`src/rtl/regfile_scoreboard.sv`:
```
// Integer register file with registered multi-port reads, optional write bypass,
// and a per-register busy scoreboard used by decode to stall on pending producers.
module regfile_scoreboard #(
    parameter int unsigned DATA_W   = 32,
    parameter int unsigned ADDR_W   = 5,
    parameter int unsigned NUM_RD   = 2,
    parameter int unsigned BYPASS   = 1,
    parameter int unsigned ZERO_REG = 1
) (
    input  logic                     clk,
    input  logic                     rst,
    input  logic                     wr_en,
    input  logic [ADDR_W-1:0]        wr_addr,
    input  logic [DATA_W-1:0]        wr_data,
    input  logic [NUM_RD*ADDR_W-1:0] rd_addr,
    output logic [NUM_RD*DATA_W-1:0] rd_data,
    output logic [NUM_RD-1:0]        rd_busy,
    input  logic                     iss_en,
    input  logic [ADDR_W-1:0]        iss_addr,
    input  logic                     flush,
    output logic [ADDR_W:0]          busy_cnt
);

    localparam int unsigned DEPTH = 1 << ADDR_W;
    localparam int unsigned CNT_W = ADDR_W + 1;

    logic [DATA_W-1:0]        regs_q [DEPTH];
    logic [DEPTH-1:0]         busy_q, busy_d;
    logic [NUM_RD*DATA_W-1:0] rd_data_q, rd_data_d;
    logic [NUM_RD-1:0]        rd_busy_q, rd_busy_d;
    logic [CNT_W-1:0]         busy_cnt_q, busy_cnt_d;
    logic [ADDR_W-1:0]        rd_idx [NUM_RD];
    logic                     wr_zero;
    logic                     wr_ok;

    assign wr_zero = (ZERO_REG != 0) && (wr_addr == '0);
    assign wr_ok   = wr_en && !wr_zero;

    for (genvar k = 0; k < NUM_RD; k++) begin : g_rd_idx
        assign rd_idx[k] = rd_addr[k*ADDR_W +: ADDR_W];
    end

    // Issue beats completion on the same register: the new producer still owes a result.
    always_comb begin
        busy_d = busy_q;
        if (flush) begin
            busy_d = '0;
        end else begin
            if (wr_en) begin
                busy_d[wr_addr] = 1'b0;
            end
            if (iss_en) begin
                busy_d[iss_addr] = 1'b1;
            end
        end
        if (ZERO_REG != 0) begin
            busy_d[0] = 1'b0;
        end
    end

    always_comb begin
        busy_cnt_d = '0;
        for (int r = 0; r < DEPTH; r++) begin
            busy_cnt_d = busy_cnt_d + CNT_W'(busy_d[r]);
        end
    end

    // Busy flags come from the next-state so they line up with the data captured this edge.
    always_comb begin
        rd_data_d = '0;
        rd_busy_d = '0;
        for (int k = 0; k < NUM_RD; k++) begin
            if ((ZERO_REG != 0) && (rd_idx[k] == '0)) begin
                rd_data_d[k*DATA_W +: DATA_W] = '0;
            end else if ((BYPASS != 0) && wr_ok && (wr_addr == rd_idx[k])) begin
                rd_data_d[k*DATA_W +: DATA_W] = wr_data;
            end else begin
                rd_data_d[k*DATA_W +: DATA_W] = regs_q[rd_idx[k]];
            end
            rd_busy_d[k] = busy_d[rd_idx[k]];
        end
    end

    always_ff @(posedge clk) begin
        if (rst) begin
            for (int r = 0; r < DEPTH; r++) begin
                regs_q[r] <= '0;
            end
        end else if (wr_ok) begin
            regs_q[wr_addr] <= wr_data;
        end
    end

    always_ff @(posedge clk) begin
        if (rst) begin
            busy_q     <= '0;
            rd_data_q  <= '0;
            rd_busy_q  <= '0;
            busy_cnt_q <= '0;
        end else begin
            busy_q     <= busy_d;
            rd_data_q  <= rd_data_d;
            rd_busy_q  <= rd_busy_d;
            busy_cnt_q <= busy_cnt_d;
        end
    end

    assign rd_data  = rd_data_q;
    assign rd_busy  = rd_busy_q;
    assign busy_cnt = busy_cnt_q;

endmodule

```
`config.mk`:
```
export PLATFORM = sky130hd
export DESIGN_NAME = regfile_scoreboard
export DESIGN_NICKNAME = d
export VERILOG_FILES = /design/src/rtl/regfile_scoreboard.sv
export SDC_FILE = /design/constraint.sdc
export NUM_CORES = 2
export LEC_CHECK = 0
export CORE_UTILIZATION = 60
export CTS_BUF_LIST = sky130_fd_sc_hd__clkbuf_8
export DETAILED_ROUTE_END_ITERATION = 8
export HOLD_SLACK_MARGIN = 0.02
export PLACE_DENSITY = 0.77
export SYNTH_ARGS = -nofsm -noshare
export SYNTH_HDL_FRONTEND = slang
export SYNTH_SLANG_ARGS = --single-unit
```
`constraint.sdc`:
```
create_clock -name clk -period 14.5 [get_ports clk]
set_input_delay 2.9 -clock clk [delete_from_list [all_inputs] [get_ports clk]]
set_output_delay 2.9 -clock clk [all_outputs]
set_load 0.01 [all_outputs]
```
# Yosys cells after proc, flatten, opt, wreduce, memory -nomap -nowiden
# Memories as Yosys holds them, arrays and structs flattened. A register that Yosys moved wholly into a read port is not among the register bits.
# Cells that the tools add are included.
word_totals:
  reg_bits: 40
  latchBits: 0
  ramBits: 1024
  romBits: 0
  in_bits: 57
  out_inout_bits: 72
  elab_cells: 74
  memories: 1
mem_list:
  columns: ["name", "words", "width", "read_ports", "rd_clocked_by_memory_dff", "write_ports", "line", "source"]
  rows:
  - ["regs_q", 32, 32, 2, 2, 32, "27", "logic [DATA_W-1:0] regs_q [DEPTH];"]
classes:
  add_sub_neg: 30
  n_mul: 0
  div_mod_pow: 0
  n_lt_le_gt_ge: 6
  n_eq_ne: 0
  shifts: 0
  muxes: 20
  bitwise_logic: 3
  n_reduce_logical: 10
op_table:
  columns: ["operator", "n"]
  rows:
  - ["$mux 32", 5]
  - ["$add 6x1->6", 25]
  - ["$and 32x32->32", 1]
  - ["$not 32->32", 1]
  - ["$or 32x32->32", 1]
  - ["$reduce_or 32->1", 1]
  - ["$lt 5x6->1 const B", 4]
  - ["$logic_not 5->1", 3]
  - ["$bmux 1 s5", 2]
  - ["$demux 1 s5", 2]
  - ["$ge 5x1->1 const B", 2]
  - ["$mux 1", 10]
  - ["$add 5x1->6", 1]
  - ["$add 4x1->5", 1]
  - ["$mux 5", 1]
  - ["$add 3x1->4", 1]
  - ["$reduce_or 2->1", 2]
  - ["$add 2x1->3", 1]
  - ["$logic_and 1x1->1", 3]
  - ["$add 1x1->2", 1]
  - ["$logic_not 1->1", 1]

# Longest topological paths before layout
logic_depth:
  depth_word: 41
  ltp_mapped: 23
  mapped_depth_nobuf: 21

# Worst setup path after synthesis
# No wires, ideal clock.
synth_timing:
  kind: "input -> register"
  start: "in wr_addr[4]"
  end: "reg busy_cnt_q[4], in the netlist busy_cnt[4]"
  setup_ns: 0.128
  arrival_ns: 8.131
  required_time_ns: 14.372
  setup_slack_ns: 6.241
  path_stages: 19
  n_path_buf: 1
  cell_sequence: "or3b_1 clkbuf_1 o21ai_1 a21boi_0 nor2_1 fa_1 inv_1 fa_1 fa_1 fa_1 fa_1 fa_1 fa_1 fa_1 inv_1 a21o_1 a21oi_1 xor2_1 nor2_1"
synth_between:
  word_cells_on_any_way: 42
  classes_between: "30 x add/sub; 2 x order compare; 6 x mux; 3 x bitwise; 1 x reduce/logical"
synth_lines:
  columns: ["element", "line", "source"]
  rows:
  - ["from (decl)", "13", "input logic [ADDR_W-1:0] wr_addr,"]
  - ["$lt 5x6->1 (not written as such) / $ge 5x1->1 (equally long branches)", "50", "busy_d[wr_addr] = 1'b0;"]
  - ["$logic_and 1x1->1 (not written as such)", "50", null]
  - ["$mux 1 (not written as such)", "50", null]
  - ["$demux 1 s5 *", "50", null]
  - ["$not 32->32 (no source line) *", null, null]
  - ["$and 32x32->32 (no source line) *", null, null]
  - ["$mux 32 *", "49", "if (wr_en) begin"]
  - ["$mux 32 *", "46", "if (flush) begin"]
  - ["$or 32x32->32 (no source line)", null, null]
  - ["$mux 32 *", "52", "if (iss_en) begin"]
  - ["$mux 32 *", "46", null]
  - ["named net busy_d[6]", "28", "logic [DEPTH-1:0] busy_q, busy_d;"]
  - ["$add 5x1->6 *", "64", "busy_cnt_d = busy_cnt_d + CNT_W'(busy_d[r]);"]
  - ["$add 6x1->6 * (25 in a row)", "64", null]
  - ["to (signal assigned)", "104", "busy_cnt_q <= busy_cnt_d;"]
  - ["to (decl)", "31", "logic [CNT_W-1:0] busy_cnt_q, busy_cnt_d;"]
# The timed path passes the listed nets; every way through them passes the cells marked *. The select of a mux whose other input is x is not followed.
# A chain may end at the register's enable or synchronous reset.

# Worst setup path after layout
layout_timing:
  start: "in wr_addr[2]"
  end: "reg busy_cnt_q[4], in the netlist busy_cnt[4]"
# Same word-level chain as after synthesis.

==> results.json <==
{
  "yosys_register_bits": 1127,
  "dp_hpwl_um": 110300,
  "clock_latency_ns": 0.88,
  "synth_compound_area_share_pct": 2.156,
  "arrival_ns": 9.76,
  "p_per_area_nw_per_um2": 114.9,
  "routed_wirelength_um": 199000,
  "final_common_cell": "edfxtp_1",
  "area.growth.synth_to_final_pct": 10.70,
  "synth_edf_count": 1024,
  "drv_cap": 0,
  "synthAdderAreaFrac_pct": 0.9230,
  "cts-htree-levels": 4,
  "fin_crit_ns": 9.039,
  "post_cts_resized": 0,
  "slew_headroom_pct": 10.03,
  "skew_ns": 0.04085,
  "drcViolationCount": 0,
  "firstDrtPassIters": 8,
  "yosys.area_share.simple_pct": 13.30,
  "crit_required_ns": 15.22,
  "pin_count": 129,
  "setup_viol": 0,
  "hold_buffers": 0,
  "grt.total_usage_pct": 40.46,
  "coreArea_um2": 98280,
  "reg2regPathDepth": 17,
  "swShare_pct": 25.81,
  "fin_nets": 3978,
  "synth_top_family_by_area": "multiplexers",
  "internal_power_mw": 5.605,
  "setup-tns-final_ns": 0,
  "die_y_um": 316.6,
  "cts_made_buffers": 186,
  "cp_max_fo": 12,
  "final_cell_mix": "edfxtp_1, and2_1, mux4_2",
  "postCtsSetupBuffers": 0,
  "die_x_um": 316.6,
  "hold_path.class": "flip-flop to flip-flop",
  "detail_route.wl_per_cell_um": 37.16,
  "endpoint_kind": "flip-flop",
  "rsz0062_at_grt": "false",
  "drv_slew": 0,
  "port_buffers": 128,
  "drive_gt1_share_pct": 26.63,
  "final_cells": 5354,
  "p_sw_mw": 1.950,
  "gp_congestion": 0.9371,
  "cellLeakagePower_nw": 22.76,
  "hold_depth": 2,
  "grt_pass1_vias": 37656,
  "power_frac_clock_pct": 36.9,
  "cts_root_buf": "clkbuf_8",
  "drtAntennaViolNets": 0,
  "fp.dieArea_um2": 100200,
  "synthCells": 3848,
  "synth.avg_cell_area_um2": 15.43,
  "clock_path_buffers": 3,
  "start_kind": "primary input",
  "dp.cells": 4990,
  "fmax_ghz": 0.1106,
  "drt_iter0_markers": 6505,
  "period_share_pct": 62.33,
  "grt-ovfl-total": 0,
  "viasPerCell": 7.174,
  "placementRows": 115,
  "finalHoldViolations": 0,
  "yosys_warnings": 0,
  "seq_area_frac_synth_pct": 55.26,
  "irDropWorstVdd_uv": 81.88,
  "ys.flop_type": "edfxtp_1",
  "cts_tree": "yes",
  "clkSlewWorstSetupHoldPaths_ns": 0.07,
  "synth-xor-area-share_pct": 0.2360,
  "worstMarginPinSlew_ns": 1.345,
  "crit_type": "primary input to flip-flop",
  "status": "complete, no violations",
  "cts.sinks": 1127,
  "antenna_found_initial": 19,
  "muxShareOfSynthArea_pct": 24.88,
  "netlist_area_um2": 59380,
  "vias": 38412,
  "power_frac_seq_pct": 50.6,
  "grt_pass1_wl_um": 277300,
  "start_util_pct": 60.42,
  "synth_cell_types": 72,
  "pwr-share-comb_pct": 12.6,
  "async_flop_share_pct": 0,
  "grt_max_degree": 140
}
flip-flops by register name, summed over array words and instances (netlist names):
signal and cells:
rd_busy 2, busy_cnt 6, rd_data 64, busy_q 31
regs_q 1024
worst paths after layout:
path / slack, ns / endpoint / start
setup / recovery: 5.46 / busy_cnt[4] / wr_addr[2]
hold / removal: 0.52 / busy_q[7] / busy_q[7]
setup reg to reg: 9.04 / busy_cnt[4] / busy_q[6]
hold reg to reg: 0.52 / busy_q[7] / busy_q[7]
layout make-up:
class | instances | area, um^2
inverters | 35 | 137.6
well taps | 1287 | 1610
diodes | 19 | 47.55
clock inverters | 129 | 703.2
clock buffers | 216 | 2973
fillers | 6597 | 32540
flip-flops and latches | 1127 | 32810
multi-input cells | 2312 | 25370
repair buffers | 229 | 2079
metal layers:
| layer | up-vias | routed length, um | GRT usage, % |
|---|---|---|---|
| met4 | 14 | 12440 | 23.79 |
| met2 | 3408 | 92000 | 61.16 |
| met1 | 19403 | 65950 | 52.38 |
| li1 | 14816 | - | - |
| met5 | - | 172 | 0.6155 |
| met3 | 771 | 28400 | 12.03 |
metrics by stage:
| step | utilization (%) | worst slack, ns | hold slack (ns) | power [mW] | area [um^2] |
|---|---|---|---|---|---|
| 4_1_cts | 66.84 | 5.592 | 0.5139 | 7.523 | 65680 |
| 2_1_floorplan | - | 6.241 | 0.4761 | 4.452 | 59490 |
| 3_5_place_dp | 63.10 | 4.672 | 0.5022 | 4.811 | 62010 |
| 6_report | 66.89 | 5.461 | 0.5173 | 7.555 | 65730 |
| 3_3_place_gp | 63.10 | 4.763 | 0.5097 | 4.790 | 62010 |
| 5_1_grt | 66.85 | 5.201 | 0.5516 | 7.728 | 65700 |
kinds of logic (layout without fill, tap and decap cells):
family                     count (synthesis)  after routing
xor gates and xnor gates                  16             16
AOI/OAI and AO/OA                        196            196
adders and majority gates                 30             30
buffers and inverters                    440            609
other                                      1             51
and+or+nand+nor                         1362           1362
DFF                                     1127           1127
muxes                                    676            676
power by group through the flow:
| stage | clock [mW] | sequential, mW | combinational [mW] |
|---|---|---|---|
| floorplan | 0 | 3.86 | 0.588 |
| global placement | 0 | 3.86 | 0.926 |
| detailed placement | 0 | 3.88 | 0.931 |
| CTS | 2.78 | 3.81 | 0.933 |
| global route | 2.92 | 3.84 | 0.976 |
| finish | 2.78 | 3.82 | 0.951 |
synth_stat cells, types with 3 or more instances:
library cell  count  share of area [%]
edfxtp_1       1024                 52
and2_1          997                 11
mux4_2          640                 24
clkbuf_1        281                1.8
nor2_1          136               0.86
nand2_1         113               0.71
dfxtp_1         103                3.5
buf_2            83               0.70
o21ai_1          50               0.42
nand3_1          49               0.41
o21ai_0          40               0.34
mux2i_1          35               0.59
a211oi_1         33               0.42
inv_1            31               0.20
fa_1             23               0.78
buf_6            21               0.40
buf_1            18               0.11
nor3_1           13               0.11
a21oi_1          11              0.093
xor2_1           10               0.15
nand2b_1          9              0.095
nor3b_1           9               0.11
o211ai_1          9               0.11
a21o_1            8               0.10
ha_1              7               0.15
a32oi_1           6              0.089
nand3b_1          6              0.076
o22ai_1           6              0.063
xnor2_1           6              0.089
and3b_1           5              0.074
nor2b_1           5              0.053
or3b_1            4              0.059
a2111oi_0         3              0.044
and3_1            3              0.032
inv_2             3              0.019
critical path: stages:
cell and delay, ns:
clkdlybuf4s50_1 0.79, or3b_1 0.78, o21ai_1 0.39, a21boi_0 0.41
nor2_1 0.15, fa_1 0.57, inv_1 0.06, fa_1 0.46
fa_1 0.52, fa_1 0.43, fa_1 0.51, fa_1 0.43
fa_1 0.42, fa_1 0.47, inv_1 0.08, a21o_1 0.10
a21oi_1 0.07, xor2_1 0.14, nor2_1 0.05
Note: power is estimated with default switching activity, not from simulation.
